==> config.mk <==
export PLATFORM = sky130hd
export DESIGN_NAME = writeback_regfile
export DESIGN_NICKNAME = d
export VERILOG_FILES = /design/src/rtl/writeback_regfile.sv
export SDC_FILE = /design/constraint.sdc
export NUM_CORES = 1
export LEC_CHECK = 0
export CORE_MARGIN = 2
export CORE_UTILIZATION = 50
export DETAILED_ROUTE_END_ITERATION = 8
export PLACE_DENSITY = 0.7
export SLEW_MARGIN = 20
export SYNTH_ARGS = -nofsm -noshare
export SYNTH_HDL_FRONTEND = slang
export SYNTH_SLANG_ARGS = --single-unit
==> constraint.sdc <==
create_clock -name clk -period 2.1 [get_ports clk]
set_input_delay 0.21 -clock clk [delete_from_list [all_inputs] [get_ports clk]]
set_output_delay 0.21 -clock clk [all_outputs]
set_load 0.03 [all_outputs]
==> src/rtl/writeback_regfile.sv <==
// Write-back stage and register file: commits execute results, services LW through a
// req/ack data-memory read, and supplies registered operands rsv/rtv to the execute stage.
module writeback_regfile #(
  parameter int unsigned NREGS  = 32,
  parameter int unsigned DATA_W = 8
) (
  input  logic              clk,
  input  logic              rst_n,
  input  logic [2:0]        state,
  input  logic [5:0]        opcode,
  input  logic [4:0]        rs,
  input  logic [4:0]        rt,
  input  logic [4:0]        rd,
  input  logic [DATA_W-1:0] result,
  input  logic              result_valid,
  output logic [DATA_W-1:0] rsv,
  output logic [DATA_W-1:0] rtv,
  output logic              mem_req,
  output logic [DATA_W-1:0] mem_addr,
  input  logic [DATA_W-1:0] mem_rdata,
  input  logic              mem_ack,
  output logic              wb_done
);

  // Local copies of the sequencer state and opcode encodings shared with the rest of the core.
  localparam logic [2:0] StateRf = 3'd1;
  localparam logic [2:0] StateEx = 3'd2;
  localparam logic [2:0] StateWb = 3'd3;

  localparam logic [5:0] OpAddu  = 6'd1;
  localparam logic [5:0] OpSubu  = 6'd2;
  localparam logic [5:0] OpSlt   = 6'd3;
  localparam logic [5:0] OpAddiu = 6'd4;
  localparam logic [5:0] OpLw    = 6'd5;

  typedef enum logic [0:0] {StIdle, StLoadWait} fsm_e;

  fsm_e              fsm_q, fsm_d;
  logic [DATA_W-1:0] regs_q [NREGS];
  logic [DATA_W-1:0] rsv_q, rsv_d, rtv_q, rtv_d;
  logic [DATA_W-1:0] mem_addr_q, mem_addr_d;
  logic              mem_req_q, mem_req_d;
  logic              wb_done_q, wb_done_d;
  logic [4:0]        ld_dest_q, ld_dest_d;

  logic              we;
  logic              we_eff;
  logic [4:0]        waddr;
  logic [DATA_W-1:0] wdata;

  logic unused_state_ex;
  assign unused_state_ex = (state == StateEx);

  always_comb begin
    fsm_d      = fsm_q;
    mem_req_d  = mem_req_q;
    mem_addr_d = mem_addr_q;
    ld_dest_d  = ld_dest_q;
    wb_done_d  = 1'b0;
    we         = 1'b0;
    waddr      = rd;
    wdata      = result;
    unique case (fsm_q)
      StIdle: begin
        if (state == StateWb) begin
          if (!result_valid) begin
            wb_done_d = 1'b1;
          end else if (opcode == OpLw) begin
            mem_req_d  = 1'b1;
            mem_addr_d = result;
            ld_dest_d  = rt;
            fsm_d      = StLoadWait;
          end else begin
            wb_done_d = 1'b1;
            case (opcode)
              OpAddu, OpSubu, OpSlt: begin
                we    = 1'b1;
                waddr = rd;
              end
              OpAddiu: begin
                we    = 1'b1;
                waddr = rt;
              end
              default: ;
            endcase
          end
        end
      end
      StLoadWait: begin
        // Destination was captured at request time so rt may change while waiting.
        if (mem_ack) begin
          we        = 1'b1;
          waddr     = ld_dest_q;
          wdata     = mem_rdata;
          mem_req_d = 1'b0;
          wb_done_d = 1'b1;
          fsm_d     = StIdle;
        end
      end
      default: fsm_d = StIdle;
    endcase
  end

  assign we_eff = we && (waddr != 5'd0);

  // Operand fetch with same-edge write bypass; r0 is never written so it always reads 0.
  always_comb begin
    rsv_d = rsv_q;
    rtv_d = rtv_q;
    if (state == StateRf) begin
      rsv_d = (we_eff && (waddr == rs)) ? wdata : regs_q[rs];
      rtv_d = (we_eff && (waddr == rt)) ? wdata : regs_q[rt];
    end
  end

  always_ff @(posedge clk or negedge rst_n) begin
    if (!rst_n) begin
      fsm_q      <= StIdle;
      rsv_q      <= '0;
      rtv_q      <= '0;
      mem_req_q  <= 1'b0;
      mem_addr_q <= '0;
      wb_done_q  <= 1'b0;
      ld_dest_q  <= '0;
    end else begin
      fsm_q      <= fsm_d;
      rsv_q      <= rsv_d;
      rtv_q      <= rtv_d;
      mem_req_q  <= mem_req_d;
      mem_addr_q <= mem_addr_d;
      wb_done_q  <= wb_done_d;
      ld_dest_q  <= ld_dest_d;
    end
  end

  always_ff @(posedge clk or negedge rst_n) begin
    if (!rst_n) begin
      for (int i = 0; i < int'(NREGS); i++) begin
        regs_q[i] <= '0;
      end
    end else if (we_eff) begin
      regs_q[waddr] <= wdata;
    end
  end

  assign rsv      = rsv_q;
  assign rtv      = rtv_q;
  assign mem_req  = mem_req_q;
  assign mem_addr = mem_addr_q;
  assign wb_done  = wb_done_q;

endmodule
**Yosys cells after proc, flatten, opt, wreduce, memory -nomap -nowiden**

Index checks and enable logic that the tools add are counted.

- Bits in read-only memories: 0
- Bits in latches: 0
- RAM bits: 0
- Output and inout bits: 26
- Bits in registers: 288
- Memories: 0

- Reductions and logical operators: 8
- Multiplexer cells: 39
- Equal/unequal tests: 13
- Bitwise operators: 4
- Shift-type cells: 0
- Add/subtract/negate cells: 0
- Magnitude comparators: 4
- Divide/modulo/power cells: 0
- Multiply operators: 0

Operators with widths:

| kind | number |
|---|---|
| $bwmux W256 | 1 |
| $bmux W8 S5 | 2 |
| $mux W8 | 9 |
| $demux W8 S5 | 1 |
| $mux W5 | 5 |
| $ge A6 B6 Y1 const B | 3 |
| $not A5 Y6 | 3 |
| $mux W1 | 16 |
| $eq A6 B2 Y1 const B | 2 |
| $eq A6 B3 Y1 const B | 2 |
| $eq A5 B5 Y1 | 2 |
| $pmux W5 S2 | 1 |
| $ne A2 B2 Y1 const B | 4 |
| $pmux W1 S2 | 4 |
| $reduce_and A4 Y1 | 2 |
| $eq A6 B1 Y1 const B | 1 |
| $lt A6 B1 Y1 const B | 1 |
| $reduce_bool A5 Y1 | 1 |
| $logic_and A1 B1 Y1 | 4 |
| $reduce_or A4 Y1 | 1 |
| $eq A3 B1 Y1 const B | 1 |
| $eq A3 B2 Y1 const B | 1 |
| $not A1 Y1 | 1 |

**Longest topological paths before layout**

- Word-level depth: 12
- Depth in mapped cells: 11

**Worst setup path before layout**

OpenSTA, ideal clock, no wires.

- Path type: in2reg
- Start point: in rs[0]
- End point: reg rsv_q[3], in the netlist rsv[3]
- Slack: -701 ps
- Data arrival time: 2680 ps
- Cell stages on the path: 8
- Library setup time: 121 ps
- Cells stage by stage: clkbuf_1 > buf_1 > buf_1 > mux4_2 > mux2_2 > a211oi_1 > o21ai_0 > a22o_1

- Longest elaborated chain between the ends: 5
- Elaborated cells between the ends (all ways): 7

Ends and longest elaborated chain:

| element | RTL line | RTL |
|---|---|---|
| start: declaration | 11 | `input logic [4:0] rs,` |
| $not A5 Y6 (implied by the code) | 111 | `rsv_d = (we_eff && (waddr == rs)) ? wdata : regs_q[rs];` |
| $bmux W8 S5 | 111 |  |
| $mux W8 (implied by the code) (2 in a row) | 111 |  |
| $mux W8 (*) | 111 |  |
| end signal: assignment | 127 | `rsv_q <= rsv_d;` |
| end: declaration | 40 | `logic [DATA_W-1:0] rsv_q, rsv_d, rtv_q, rtv_d;` |

Every way passes the cells marked *; elsewhere a longest branch is shown, timed or not. The select of a mux whose other input is x is not followed.
A chain may end at the register's enable or synchronous reset.

**Final worst setup path**

- Start point: reg fsm_q
- End point: reg regs_q[78] (netlist name)

- Longest elaborated chain between the ends: 8
- Elaborated cells between the ends (all ways): 13

Ends and longest elaborated chain:

| element | RTL line | RTL |
|---|---|---|
| start: declaration | 38 | `fsm_e fsm_q, fsm_d;` |
| start signal: assignment | 118 | `fsm_q <= StIdle;` |
| start signal: assignment | 126 | `fsm_q <= fsm_d;` |
| $not A1 Y1 | n/a |  |
| $pmux W5 S2 | 63 | `unique case (fsm_q)` |
| $not A5 Y6 (implied by the code) | 142 | `regs_q[waddr] <= wdata;` |
| $ge A6 B6 Y1 (implied by the code) or $lt A6 B1 Y1 (tied branches) | 142 |  |
| $logic_and A1 B1 Y1 (implied by the code) | 142 |  |
| $mux W8 (implied by the code) | 142 |  |
| $demux W8 S5 | 142 |  |
| $bwmux W256 | 142 |  |
| end signal: indexed assignment | 142 |  |
| end: declaration | 39 | `logic [DATA_W-1:0] regs_q [NREGS];` |

Parallel ways exist; a longest one is shown, timed or not.

==> flow_summary.toml <==
[run_status]
status = "complete, but fails checks"
violations = "negative setup slack"

[global_routing]
grt-ovfl-total = 0
grt_pass1_wl_um = 77600
use_met2_pct = 49.4
first_global_vias = 13300
antenna_found_initial = 1
grt_use_met3_pct = 5.68
grt.total_usage_pct = 30.6
use_met1_pct = 41.4
grt-busiest-layer = "met2"
grt_max_degree = 65

[cells_and_area]
n_antenna_cell = 0
postLayoutCoreUtil_pct = 67.5
drive_gt1_share_pct = 40.7
fillCellCount = 2251
final_cells = 2055
layout.nets = 1674
area_delta_synth_final_pct = 33.7

[timing]
tightest_slew_ps = 651
clock.fmax_mhz = 448
maxSlewViolCount = 0
slew_headroom_pct = 56.4
hold_viol = 0
holdWs_ps = 59.3
setup_violations = 166
timing.setup.tns_ps = -6750
fin_ws_ps = -132
clock_skew_ps = 28.5
rsz0062_at_grt = "yes"
period_minus_slack_ps = 2230
period_share_pct = 106

[yosys]
synth.distinct_cells = 76
synth_top_cell_by_area = "dfrtp_1"
synth_edf_count = 0
ys.flop_type = "dfrtp_1"
syn_inst = 1389
synth_fp_nets = 1433
avgSynthCellArea_um2 = 11.4
seq_area_frac_synth_pct = 45.5
synth_warnings = 0
yosys.area.top_type_share_pct = 45.5
ys_ff_latch = 288
ys_top_cells_by_area = "dfrtp_1 45%, mux4_2 19%, o21ai_0 5.1%"
syn_area_um2 = 15800
async_reset_ff_share_pct = 100

[clocking]
cts.sinks = 288
root_buffer = "clkbuf_16"
clk_pin_slew_ps = 80
h-tree-depth = 1
clock_latency_ps = 600
cts_inserted_buffers = 31
cts_tree = "done"
clockBufferDepth = 3

[detailed_routing]
dr.pass1.iters = 5
drt_iter0_markers = 1539
dr_total_vias = 13100
via_per_inst = 6.40
route.detailed.drc = 0
routed_wl_um = 52200
routedWlPerCell_um = 25.4
ant_nets = 0

[die]
die_w_um = 182
die_h_um = 182
rows = 65
ios = 70
core-area_um2 = 31400
die-area_um2 = 33100
start_util_pct = 50.5

[hold_path]
hold_class = "in2reg"
min_path_cells = 5
holdPathEnd = "wb_done"
min_from = "opcode[0]"

[placed_design]
hpwl_um = 33200
dpl.cell_count = 1942
place_congestion = 0.888
io_buffers = 69
place_ws_ps = -912

[setup_path]
cp_max_fo = 8
crit_type = "reg2reg"
r2r_slack_ps = -130
critical_path_arrival_ps = 2730
endpoint_kind = "flip-flop"
worstReg2RegEnd = "regs_q[78]"
r2r_cells = 10
worstPathRequired_ps = 2600
worstReg2RegStart = "fsm_q"
crit_path_start_kind = "flip-flop"

[flow_run]
max_cap_violations = 0

[power]
powerDensity_nw_per_um2 = 626
vdd.ir_drop.worst_uv = 652
p_leak_nw = 9.13
## cell type report
cell class / count / area, um2 / share of cell area (%)
well taps: 402 / 503 / 2.37
inverters: 10 / 37.5 / 0.177
multi-input cells: 964 / 8710 / 41.1
clock inverters: 10 / 136 / 0.644
flip-flops and latches: 288 / 7210 / 34.0
repair buffers: 335 / 3660 / 17.3
clock buffers: 46 / 932 / 4.40
## Yosys cell counts, drive strengths merged (7+ instances only)
library cell,count
a211oi,16
a21oi,106
a22o,10
buf,50
clkbuf,76
dfrtp,288
inv,10
mux2,32
mux2i,48
mux4,135
nand2,166
nand3,13
nor2,138
nor2b,18
nor3,8
o21ai,171
o22ai,7
o31a,8
xnor2,9
## timing repair
action,4_1_cts,5_1_grt
hold buffers,1,0
setup buffers,23,18
gates resized for setup,76,169
setup endpoints to repair,264,264
pin swaps,23,34
hold endpoints to repair,57,0
gates cloned,5,10
## metal layers
| layer | vias to the layer above | wire length (um) |
|---|---|---|
| li1 | 5608 | - |
| met5 | - | 0 |
| met2 | 666 | 25100 |
| met1 | 6701 | 20400 |
| met3 | 172 | 4040 |
| met4 | 0 | 2700 |
## critical path, stage by stage (launching register included)
cell	delay, ps
dfrtp_2	460
buf_12	170
buf_6	120
o311a_4	340
buf_6	130
nor3_2	160
buf_4	170
and3_4	250
buf_12	140
nor2_1	50
a21oi_1	140
## per-stage QoR
stage / area, um2 / power [mW]
4_1_cts: 20500 / 13.2
3_5_place_dp: 18800 / 7.46
5_1_grt: 21200 / 13.7
2_1_floorplan: 16100 / 6.66
6_report: 21200 / 13.3
3_3_place_gp: 18800 / 7.43
## report_power, final
| part | leakage [nW] | internal [mW] | switching, mW |
|---|---|---|---|
| sequential | 4.00 | 5.67 | 0.0973 |
| clock | 0.531 | 3.42 | 2.33 |
| combinational | 4.61 | 0.790 | 0.951 |
| total | 9.13 | 9.88 | 3.38 |
## cells by family (layout without fill, tap and decap cells)
logic type	count (synthesis)	after routing	share of synthesized area, %
AO/OA/AOI/OAI	351	351	13.2
XOR/XNOR	14	14	0.774
buffers and inverters	140	401	4.63
flip-flops	288	288	45.5
multiplexers	215	215	24.5
AND/OR/NAND/NOR	381	384	11.4
## sequential cells by signal (all words and copies together) (netlist names)
register	cells
mem_req	1
wb_done	1
fsm_q	1
regs_q	256
rsv	8
ld_dest_q	5
mem_addr	8
rtv	8
## layout by cell type, fill, tap and decap left out, drive strengths merged, types with 18 or more instances in the layout
cell type | Yosys | routed
nor2b | 18 | 18
dfrtp | 288 | 288
mux2 | 32 | 32
mux4 | 135 | 135
nand2 | 166 | 167
mux2i | 48 | 48
clkbuf | 76 | 59
nor2 | 138 | 138
buf | 50 | 264
o21ai | 171 | 171
a21oi | 106 | 106
clkdlybuf4s50 | 0 | 54
## worst max path at each step
stage,start,end,slack (ps),depth (start not counted)
floorplan,opcode[3],regs_q[29],-370,10
global placement,state[0],rsv[7],-860,9
detailed placement,state[0],rsv[6],-910,8
CTS,ld_dest_q[0],rsv[1],-90,8
global route,fsm_q,regs_q[94],-200,10
finish,fsm_q,regs_q[78],-130,10
No activity file was read; power rests on OpenSTA's default activity.
